### src/rtl/inst_encoder.sv
// RV32I field-to-word assembler: validates and packs instruction fields,
// then queues the encoded words in a small output FIFO.
module inst_encoder #(
  parameter int FIFO_DEPTH = 4,
  parameter int ERR_W      = 8
) (
  input  logic                            clk,
  input  logic                            rst,
  input  logic                            in_valid,
  output logic                            in_ready,
  input  logic [6:0]                      in_opcode,
  input  logic [4:0]                      in_rd,
  input  logic [4:0]                      in_rs,
  input  logic [4:0]                      in_rs2,
  input  logic [2:0]                      in_funct3,
  input  logic [6:0]                      in_funct7,
  input  logic [31:0]                     in_imm,
  output logic                            out_valid,
  input  logic                            out_ready,
  output logic [31:0]                     out_inst,
  output logic                            err_pulse,
  output logic [ERR_W-1:0]                err_count,
  output logic [$clog2(FIFO_DEPTH):0]     fifo_count
);

  localparam int PTR_W = $clog2(FIFO_DEPTH);
  localparam int CNT_W = PTR_W + 1;

  localparam logic [6:0] OPC_LUI      = 7'b0110111;
  localparam logic [6:0] OPC_AUIPC    = 7'b0010111;
  localparam logic [6:0] OPC_OP       = 7'b0110011;
  localparam logic [6:0] OPC_OP_IMM   = 7'b0010011;
  localparam logic [6:0] OPC_JALR     = 7'b1100111;
  localparam logic [6:0] OPC_LOAD     = 7'b0000011;
  localparam logic [6:0] OPC_MISC_MEM = 7'b0001111;
  localparam logic [6:0] OPC_SYSTEM   = 7'b1110011;
  localparam logic [6:0] OPC_JAL      = 7'b1101111;
  localparam logic [6:0] OPC_BRANCH   = 7'b1100011;
  localparam logic [6:0] OPC_STORE    = 7'b0100011;

  typedef enum logic [2:0] {FMT_R, FMT_I, FMT_S, FMT_B, FMT_U, FMT_J, FMT_BAD} fmt_e;

  fmt_e        fmt;
  logic        is_shift;
  logic        fits12, fits13, fits21;
  logic [31:0] enc_word;
  logic        enc_err;

  // An immediate fits N signed bits when every bit above bit N-1 equals the sign bit.
  assign fits12 = (&in_imm[31:11]) | ~(|in_imm[31:11]);
  assign fits13 = (&in_imm[31:12]) | ~(|in_imm[31:12]);
  assign fits21 = (&in_imm[31:20]) | ~(|in_imm[31:20]);
  assign is_shift = (in_opcode == OPC_OP_IMM) &&
                    ((in_funct3 == 3'b001) || (in_funct3 == 3'b101));

  always_comb begin
    fmt = FMT_BAD;
    unique case (in_opcode)
      OPC_LUI, OPC_AUIPC:                               fmt = FMT_U;
      OPC_OP:                                           fmt = FMT_R;
      OPC_OP_IMM, OPC_JALR, OPC_LOAD, OPC_MISC_MEM,
      OPC_SYSTEM:                                       fmt = FMT_I;
      OPC_JAL:                                          fmt = FMT_J;
      OPC_BRANCH:                                       fmt = FMT_B;
      OPC_STORE:                                        fmt = FMT_S;
      default:                                          fmt = FMT_BAD;
    endcase
  end

  always_comb begin
    // NOTE: every output of a combinational block gets a default first, so no
    // path through the case leaves it unassigned and infers a latch.
    enc_word = '0;
    enc_err  = 1'b0;
    case (fmt)
      FMT_R: enc_word = {in_funct7, in_rs2, in_rs, in_funct3, in_rd, in_opcode};
      FMT_I: begin
        if (is_shift) begin
          enc_word = {in_funct7, in_imm[4:0], in_rs, in_funct3, in_rd, in_opcode};
          enc_err  = |in_imm[31:5];
        end else begin
          enc_word = {in_imm[11:0], in_rs, in_funct3, in_rd, in_opcode};
          enc_err  = ~fits12;
        end
      end
      FMT_S: begin
        enc_word = {in_imm[11:5], in_rs2, in_rs, in_funct3, in_imm[4:0], in_opcode};
        enc_err  = ~fits12;
      end
      FMT_B: begin
        enc_word = {in_imm[12], in_imm[10:5], in_rs2, in_rs, in_funct3,
                    in_imm[4:1], in_imm[11], in_opcode};
        enc_err  = ~fits13 | in_imm[0];
      end
      FMT_U: begin
        enc_word = {in_imm[31:12], in_rd, in_opcode};
        enc_err  = |in_imm[11:0];
      end
      FMT_J: begin
        enc_word = {in_imm[20], in_imm[10:1], in_imm[11], in_imm[19:12], in_rd, in_opcode};
        enc_err  = ~fits21 | in_imm[0];
      end
      default: enc_err = 1'b1;
    endcase
  end

  logic             s1_valid, s1_err, s1_retire;
  logic [31:0]      s1_word;
  logic             accept, push, pop, full;
  logic [31:0]      mem [FIFO_DEPTH];
  logic [PTR_W-1:0] wr_ptr, rd_ptr;
  logic [CNT_W-1:0] count;

  assign full      = (count == CNT_W'(FIFO_DEPTH));
  assign pop       = out_valid & out_ready;
  assign s1_retire = s1_valid & (s1_err | ~full | pop);
  assign in_ready  = ~s1_valid | s1_retire;
  assign accept    = in_valid & in_ready;
  assign push      = s1_valid & ~s1_err & (~full | pop);

  always_ff @(posedge clk) begin
    // NOTE: sequential state uses non-blocking assignments so every register
    // samples pre-edge values regardless of statement order.
    if (rst) begin
      s1_valid <= 1'b0;
      s1_err   <= 1'b0;
      s1_word  <= '0;
    end else if (accept) begin
      s1_valid <= 1'b1;
      s1_err   <= enc_err;
      s1_word  <= enc_word;
    end else if (s1_retire) begin
      s1_valid <= 1'b0;
    end
  end

  always_ff @(posedge clk) begin
    if (rst) begin
      err_pulse <= 1'b0;
      err_count <= '0;
    end else begin
      err_pulse <= s1_valid & s1_err;
      if (s1_valid && s1_err && !(&err_count))
        err_count <= err_count + ERR_W'(1);
    end
  end

  always_ff @(posedge clk) begin
    if (rst) begin
      // NOTE: the storage is cleared on reset because out_inst reads the head
      // entry directly and must show zero after reset.
      for (int i = 0; i < FIFO_DEPTH; i++) mem[i] <= '0;
      wr_ptr <= '0;
      rd_ptr <= '0;
      count  <= '0;
    end else begin
      if (push) begin
        mem[wr_ptr] <= s1_word;
        wr_ptr      <= wr_ptr + PTR_W'(1);
      end
      if (pop) rd_ptr <= rd_ptr + PTR_W'(1);
      count <= count + CNT_W'(push) - CNT_W'(pop);
    end
  end

  assign out_valid  = (count != '0);
  assign out_inst   = mem[rd_ptr];
  assign fifo_count = count;

endmodule
### config.mk
export PLATFORM = sky130hd
export DESIGN_NAME = inst_encoder
export DESIGN_NICKNAME = d
export VERILOG_FILES = /design/src/rtl/inst_encoder.sv
export SDC_FILE = /design/constraint.sdc
export NUM_CORES = 1
export LEC_CHECK = 0
export CORE_ASPECT_RATIO = 0.75
export CORE_MARGIN = 4
export CORE_UTILIZATION = 40
export DETAILED_ROUTE_END_ITERATION = 6
export GPL_TIMING_DRIVEN = 0
export PLACE_DENSITY = 0.63
export SETUP_SLACK_MARGIN = 0.15
export SLEW_MARGIN = 20
export SYNTH_ARGS = -nofsm -noshare
export SYNTH_HDL_FRONTEND = slang
export SYNTH_SLANG_ARGS = --single-unit
### constraint.sdc
create_clock -name clk -period 7.8 [get_ports clk]
set_input_delay 0.78 -clock clk [delete_from_list [all_inputs] [get_ports clk]]
set_output_delay 0.78 -clock clk [all_outputs]
set_load 0.01 [all_outputs]
==> results.tsv, run 1 <==
stage	metric	value	unit
drt	drt_pre_antenna_iters	7	
drt	initialDrtViolationCount	612	
critical_path	setup.worst_path.start_class	primary input	
critical_path	worstPathArrival	3480	ps
clocking	clk_latency	430	ps
sta	fin_crit	3430	ps
outcome	violations	design-rule violations	
power_and_ir_drop	ir_drop	0.128	mV
sta	rsz0062_at_grt	false	
power_and_ir_drop	p_switching	0.000634	W
clocking	clkSlewWorstSetupHoldPaths	60	ps
yosys	synth_top_area_share	47.3	%
critical_path	r2r-start	fifo_count[1]	
yosys	yosys.area.top_type	edfxtp_1	
yosys	synthFlopType	edfxtp_1	
min_path	hold_path.class	reg2reg	
yosys	syn_area	0.00812	mm^2
power_and_ir_drop	pwr-share-comb	22.1	%
drt	via_per_inst	5.48	
clocking	cts_buffers	17	
global_route	grt_max_degree	33	
yosys	synthAdderAreaFrac	0.709	%
yosys	ys_types	61	
place	dp.final_hpwl	15800	um
yosys	synthTopCellsByArea	edfxtp_1 47%, dfxtp_1 13%, mux4_2 8.9%, nor2_1 4.9%, and2_1 2.6%	
drt	vias	5815	
sta	setup_tns	0	ps
final_layout	design_area	0.0102	mm^2
yosys	synth-seq-cells	180	
drt	drc	1	
sta	fin_skew	7.15	ps
yosys	synth-simple-area-share	15.6	%
critical_path	r2r_cells	5	
floorplanning	core	0.0197	mm^2
yosys	synthTopCellsByCount	128 x edfxtp_1, 106 x nor2_1, 55 x nand2_1	
yosys	synthMuxAreaShare	10.6	%
yosys	synth-xor-area-share	1.19	%
critical_path	crit_fanout	32	
final_layout	drive_above_1_share	12.5	%
critical_path	cp-end-kind	register	
drt	wl	22300	um
yosys	synth_fp_nets	733	
floorplanning	io-pin-count	114	
power_and_ir_drop	leakagePower	3.68	nW
critical_path	critPathCapture	mem[0][14]	
sta	max_freq	292	MHz
yosys	synth_edf_count	128	
sta	setup_violations	0	
place	detailedPlace.worstSlack	3860	ps
power_and_ir_drop	p_clk_share	33.2	%
yosys	yosysWarningCount	0	
clocking	cts_tree	yes	
critical_path	worstSetupPathType	in2reg	
clocking	cts-root-buf	clkbuf_16	
place	gp_congestion	0.968	
sta	hold_violations	0	
floorplanning	num_rows	44	
final_layout	syn_to_final_growth	25.9	%
yosys	synth_compound_area_share	8.13	%
clocking	cts_hold_buf	0	
drt	antenna_left	0	
power_and_ir_drop	p_per_area	238	mW/mm^2
sta	relSlewSlack	35.4	%
clocking	postCtsSetupBuffers	0	
power_and_ir_drop	p_sw_share	26.1	%
run	max_cap_viol_count	0	
sta	holdWs	475	ps
sta	layout_setup_ws	4370	ps
critical_path	required	7850	ps
drt	routedWlPerCell	21.0	um
place	place_area	0.00967	mm^2
final_layout	diodes	0	
clocking	clock_path_buffers	2	
yosys	synth_top_family_by_area	simple AND/OR/NAND/NOR gates	
clocking	htreeDepth	4	
floorplanning	fp.dieW	173	um
global_route	grt.overflow.total	0	
place	dp_cells	1029	
final_layout	layout.nets	867	
sta	fin_crit_sh	43.9	%
critical_path	crit_path_start	out_ready	
sta	slew_violations	0	
critical_path	r2r_slack	4710	ps
place	io_buffer_count	112	
outcome	outcome	finished with violations	
yosys	syn_area_per_cell	12.3	um^2
clocking	cts_resized	0	
final_layout	final_cells	1061	
power_and_ir_drop	seq_power_share	44.7	%
sta	worstMarginPinSlew	970	ps
floorplanning	initial_utilization	41.3	%
yosys	async_flop_share	0	%
global_route	grt_pass1_vias	5975	
floorplanning	die_area	0.0227	mm^2
power_and_ir_drop	p_int	0.00180	W
yosys	seq_area_frac_synth	60.1	%
yosys	synth_most_common_cell	edfxtp_1	
global_route	antenna_found_initial	0	
floorplanning	die_h	131	um
clocking	cts.sinks	180	
yosys	syn_inst	661	
global_route	grt_pass1_wl	34300	um
global_route	grt_usage	19.6	%
critical_path	reg2reg_to	mem[0][14]	
[worst min-delay path by stage]
stage,depth (start not counted),slack [ps],to,startpoint
6_report,2,470,s1_word[1],s1_word[1]
5_1_grt,2,510,s1_word[20],s1_word[20]
4_1_cts,2,470,s1_word[1],s1_word[1]
3_5_place_dp,2,470,s1_word[1],s1_word[1]
3_3_place_gp,2,460,s1_word[0],s1_word[0]
2_1_floorplan,2,440,s1_word[20],s1_word[20]
[area by class of cell]
cell class	instances	area, um^2
fillers	1694	9430
flip-flops and latches	180	4880
multi-input cells	406	2970
repair buffers	115	1200
clock buffers	21	450
well taps	253	317
plain buffers	39	164
inverters	36	135
clock inverters	11	100
[placed cells by master (no fill, tap or decap), types with 13 or more instances in the layout]
master and count:
a21oi_1 18, a22oi_1 13, and2_1 34, buf_2 14, clkbuf_1 24, clkbuf_16 17
clkdlybuf4s50_1 112, dfxtp_1 52, edfxtp_1 128, inv_1 36, mux4_2 32, nand2_1 55
nor2_1 106
[per-layer routing]
layer	GRT usage, %	up-vias	part of all wire (%)
met2	31.9	225	47
met1	26.7	2866	45
met4	6.07	0	1.7
met5	0	-	0
li1	-	2691	-
met3	4.14	33	6.4
[power groups by stage]
stage | clock network, W | logic [W] | registers (W)
floorplan | 0 | 0.000286 | 0.00111
global placement | 0 | 0.000537 | 0.00111
detailed placement | 0 | 0.000544 | 0.00111
CTS | 0.000822 | 0.000547 | 0.00109
global route | 0.000861 | 0.000578 | 0.00109
finish | 0.000808 | 0.000537 | 0.00109
[registers in the layout, indices dropped and copies added (netlist names), named ones only]
register,count
err_count,8
s1_word,32
wr_ptr,2
rd_ptr,2
fifo_count,3
s1_valid,1
s1_err,1
mem,128
err_pulse,1
[worst max-delay path, stage by stage]
cell and delay, ps:
clkdlybuf4s50_1 490, nor4b_2 70, nor3b_2 310, inv_1 240
nor4_2 670, or2_2 890
[cells by family after synthesis]
family | after synthesis
flip-flops | 180
buffers and inverters | 75
AND/OR/NAND/NOR | 258
AO/OA/AOI/OAI | 88
multiplexers | 45
adder cells (fa/ha/maj) | 4
XOR/XNOR | 11
[stage by stage]
stage | util, % | power (W)
after floorplan | - | 0.00139
after global placement | 48.6 | 0.00164
after detailed placement | 49.2 | 0.00165
after CTS | 52.0 | 0.00246
after global routing | 52.0 | 0.00253
final | 52.0 | 0.00243
(Power assumes the default switching activity.)
==> inputs of run 2 (changes only) <==
==> constraint.sdc (replaced) <==
create_clock -name clk -period 3.32 [get_ports clk]
set_input_delay 0.332 -clock clk [delete_from_list [all_inputs] [get_ports clk]]
set_output_delay 0.332 -clock clk [all_outputs]
set_load 0.01 [all_outputs]
==> results.tsv, run 2 (synthesized netlist as in run 1, its figures left out) <==
stage	metric	value	unit	change
outcome	outcome	finished with violations		
outcome	violations	design-rule violations		
critical_path	crit_buf_inv	3		+1
critical_path	r2r-start	fifo_count[1]		
floorplanning	initial_utilization	41.3	%	unchanged
drt	wl	22300	um	about the same
sta	setup_violations	0		unchanged
drt	vias	5834		+0.33%
global_route	grt.overflow.total	0		unchanged
critical_path	r2r_slack	450	ps	-4260 ps
floorplanning	io-pin-count	114		unchanged
critical_path	critPathMaxStageDelay	590	ps	-300 ps
final_layout	diodes	0		unchanged
drt	initialDrtViolationCount	611		-0.16%
power_and_ir_drop	p_int	0.00423	W	+130%
place	detailedPlace.worstSlack	-171	ps	-4030 ps
power_and_ir_drop	seq_power_share	44.7	%	about the same
floorplanning	core	0.0197	mm^2	unchanged
critical_path	critical-path-top-delay-family	buffers and inverters		
sta	fin_crit	2970	ps	
final_layout	final_cell_mix	128 x edfxtp_1, 112 x clkdlybuf4s50_1, 106 x nor2_1, 55 x nand2_1, 52 x dfxtp_1		
clocking	cts.sinks	180		unchanged
final_layout	multi_input_area	0.00297	mm^2	about the same
power_and_ir_drop	fin_total_pwr	0.00572	W	+140%
sta	setup_tns	0	ps	unchanged
global_route	antenna_found_initial	0		unchanged
final_layout	largest_reg_flops	128		unchanged
final_layout	layout.area.seq	0.00488	mm^2	unchanged
drt	via_per_inst	5.50		+0.33%
drt	drt_pre_antenna_iters	7		unchanged
final_layout	fillers	1695		+0.059%
sta	relSlewSlack	38.5	%	+3.2 points
floorplanning	die_h	131	um	unchanged
clocking	cts_resized	0		unchanged
global_route	grt_max_degree	33		unchanged
floorplanning	die_area	0.0227	mm^2	unchanged
run	max_cap_viol_count	0		unchanged
sta	worstMarginPinSlew	914	ps	-55.4 ps
clocking	cts_buffers	17		unchanged
critical_path	required	2990	ps	-4860 ps
min_path	hp-start	in_opcode[2]		
drt	routedWlPerCell	21.0	um	about the same
power_and_ir_drop	p_sw_share	26.1	%	+0.063 points
final_layout	largest_registers	mem (128), s1_word (32), err_count (8)		
floorplanning	num_rows	44		unchanged
clocking	clk_latency	430	ps	about the same
clocking	postCtsSetupBuffers	0		unchanged
critical_path	crit_fanout	10		-69%
floorplanning	fp.dieW	173	um	unchanged
critical_path	worstPathArrival	2640	ps	-840 ps
global_route	grt_usage	19.6	%	unchanged
final_layout	layout.nets	867		unchanged
place	io_buffer_count	112		unchanged
sta	fin_crit_sh	89.4	%	
critical_path	setup.worst_path.start_class	register		
final_layout	layout_commonest_cell	edfxtp_1		
final_layout	largest-register	mem		
clocking	htreeDepth	4		unchanged
power_and_ir_drop	ir_drop	0.299	mV	+130%
critical_path	cpMaxStageDelayCell	mux4_2		
sta	holdWs	303	ps	-172 ps
clocking	clkSlewWorstSetupHoldPaths	60	ps	about the same
min_path	hold_end	s1_word[2]		
critical_path	cp-end-kind	primary output		
critical_path	path_cells	clkbuf_1 > buf_2 > mux4_2 > clkdlybuf4s50_1		
clocking	cts_tree	yes		
clocking	cts_hold_buf	0		unchanged
power_and_ir_drop	p_switching	0.00150	W	+140%
min_path	hold-path-cell-count	3		+1
critical_path	r2r_cells	5		unchanged
sta	rsz0062_at_grt	false		
clocking	clock_path_buffers	2		unchanged
place	gp_congestion	0.968		unchanged
global_route	grt_pass1_wl	34300	um	unchanged
power_and_ir_drop	leakagePower	3.68	nW	about the same
sta	slew_violations	0		unchanged
place	dp.final_hpwl	15800	um	unchanged
sta	fin_skew	7.68	ps	+0.524 ps
global_route	grt_pass1_vias	5975		unchanged
critical_path	worstSetupPathType	reg2out		
power_and_ir_drop	p_per_area	559	mW/mm^2	+140%
sta	layout_setup_ws	352	ps	-4020 ps
final_layout	syn_to_final_growth	25.9	%	about the same
critical_path	reg2reg_to	mem[0][12]		
drt	antenna_left	0		unchanged
power_and_ir_drop	p_clk_share	33.2	%	about the same
power_and_ir_drop	pwr-share-comb	22.1	%	about the same
drt	drc	10		+9
sta	hold_violations	0		unchanged
sta	max_freq	337	MHz	
clocking	cts-root-buf	clkbuf_16		
min_path	hold_path.class	in2reg		
final_layout	drive_above_1_share	12.5	%	unchanged
run 2: stage by stage:
| step | instance area, um^2 | instances | util (%) |
|---|---|---|---|
| after floorplan | 8120 | 661 | - |
| after CTS | 10200 | 1061 | 52.0 |
| final | 10200 | 1061 | 52.0 |
| after global routing | 10200 | 1061 | 52.0 |
| after detailed placement | 9670 | 1029 | 49.2 |
| after global placement | 9560 | 1026 | 48.6 |
run 2: area by class of cell:
cell class                 count  area share [%]
multi-input combinational    406            29.1
inverter                      36            1.32
tap                          253            3.10
sequential                   180            47.8
clock buffer                  21            4.40
buffer                        39            1.60
clock inverter                11           0.979
timing repair buffer         115            11.8
run 2: worst max-delay path by stage:
stage	start	endpoint	slack [ps]	depth (start not counted)
global route	register	out_inst[1]	190	4
CTS	fifo_count[1]	mem[0][0]	150	5
global placement	out_ready	mem[2][15]	-1560	5
detailed placement	out_ready	mem[0][15]	-170	6
finish	register	out_inst[1]	350	4
floorplan	fifo_count[1]	mem[1][0]	380	4
run 2: power groups by stage:
| stage | registers, W | clock network, W | logic, W |
|---|---|---|---|
| after floorplan | 0.00260 | 0 | 0.000672 |
| after global placement | 0.00260 | 0 | 0.00126 |
| after detailed placement | 0.00261 | 0 | 0.00128 |
| after CTS | 0.00256 | 0.00193 | 0.00128 |
| after global routing | 0.00257 | 0.00202 | 0.00136 |
| final | 0.00256 | 0.00190 | 0.00126 |
run 2: layer usage:
metal / vias to the layer above / share of wire [%] / wire [um] / global-route usage (%)
met5: - / 0 / 0 / 0
met4: 0 / 1.6 / 350 / 6.07
met3: 26 / 6.2 / 1370 / 4.14
met2: 216 / 47 / 10600 / 31.9
met1: 2903 / 45 / 10000 / 26.7
li1: 2689 / - / - / -
run 2: worst register-to-register path, stage by stage (launching register included):
cell and delay [ps]:
dfxtp_1 460, nor4b_2 110, nor3b_2 310, inv_1 250, nor4_2 730, or2_4 630
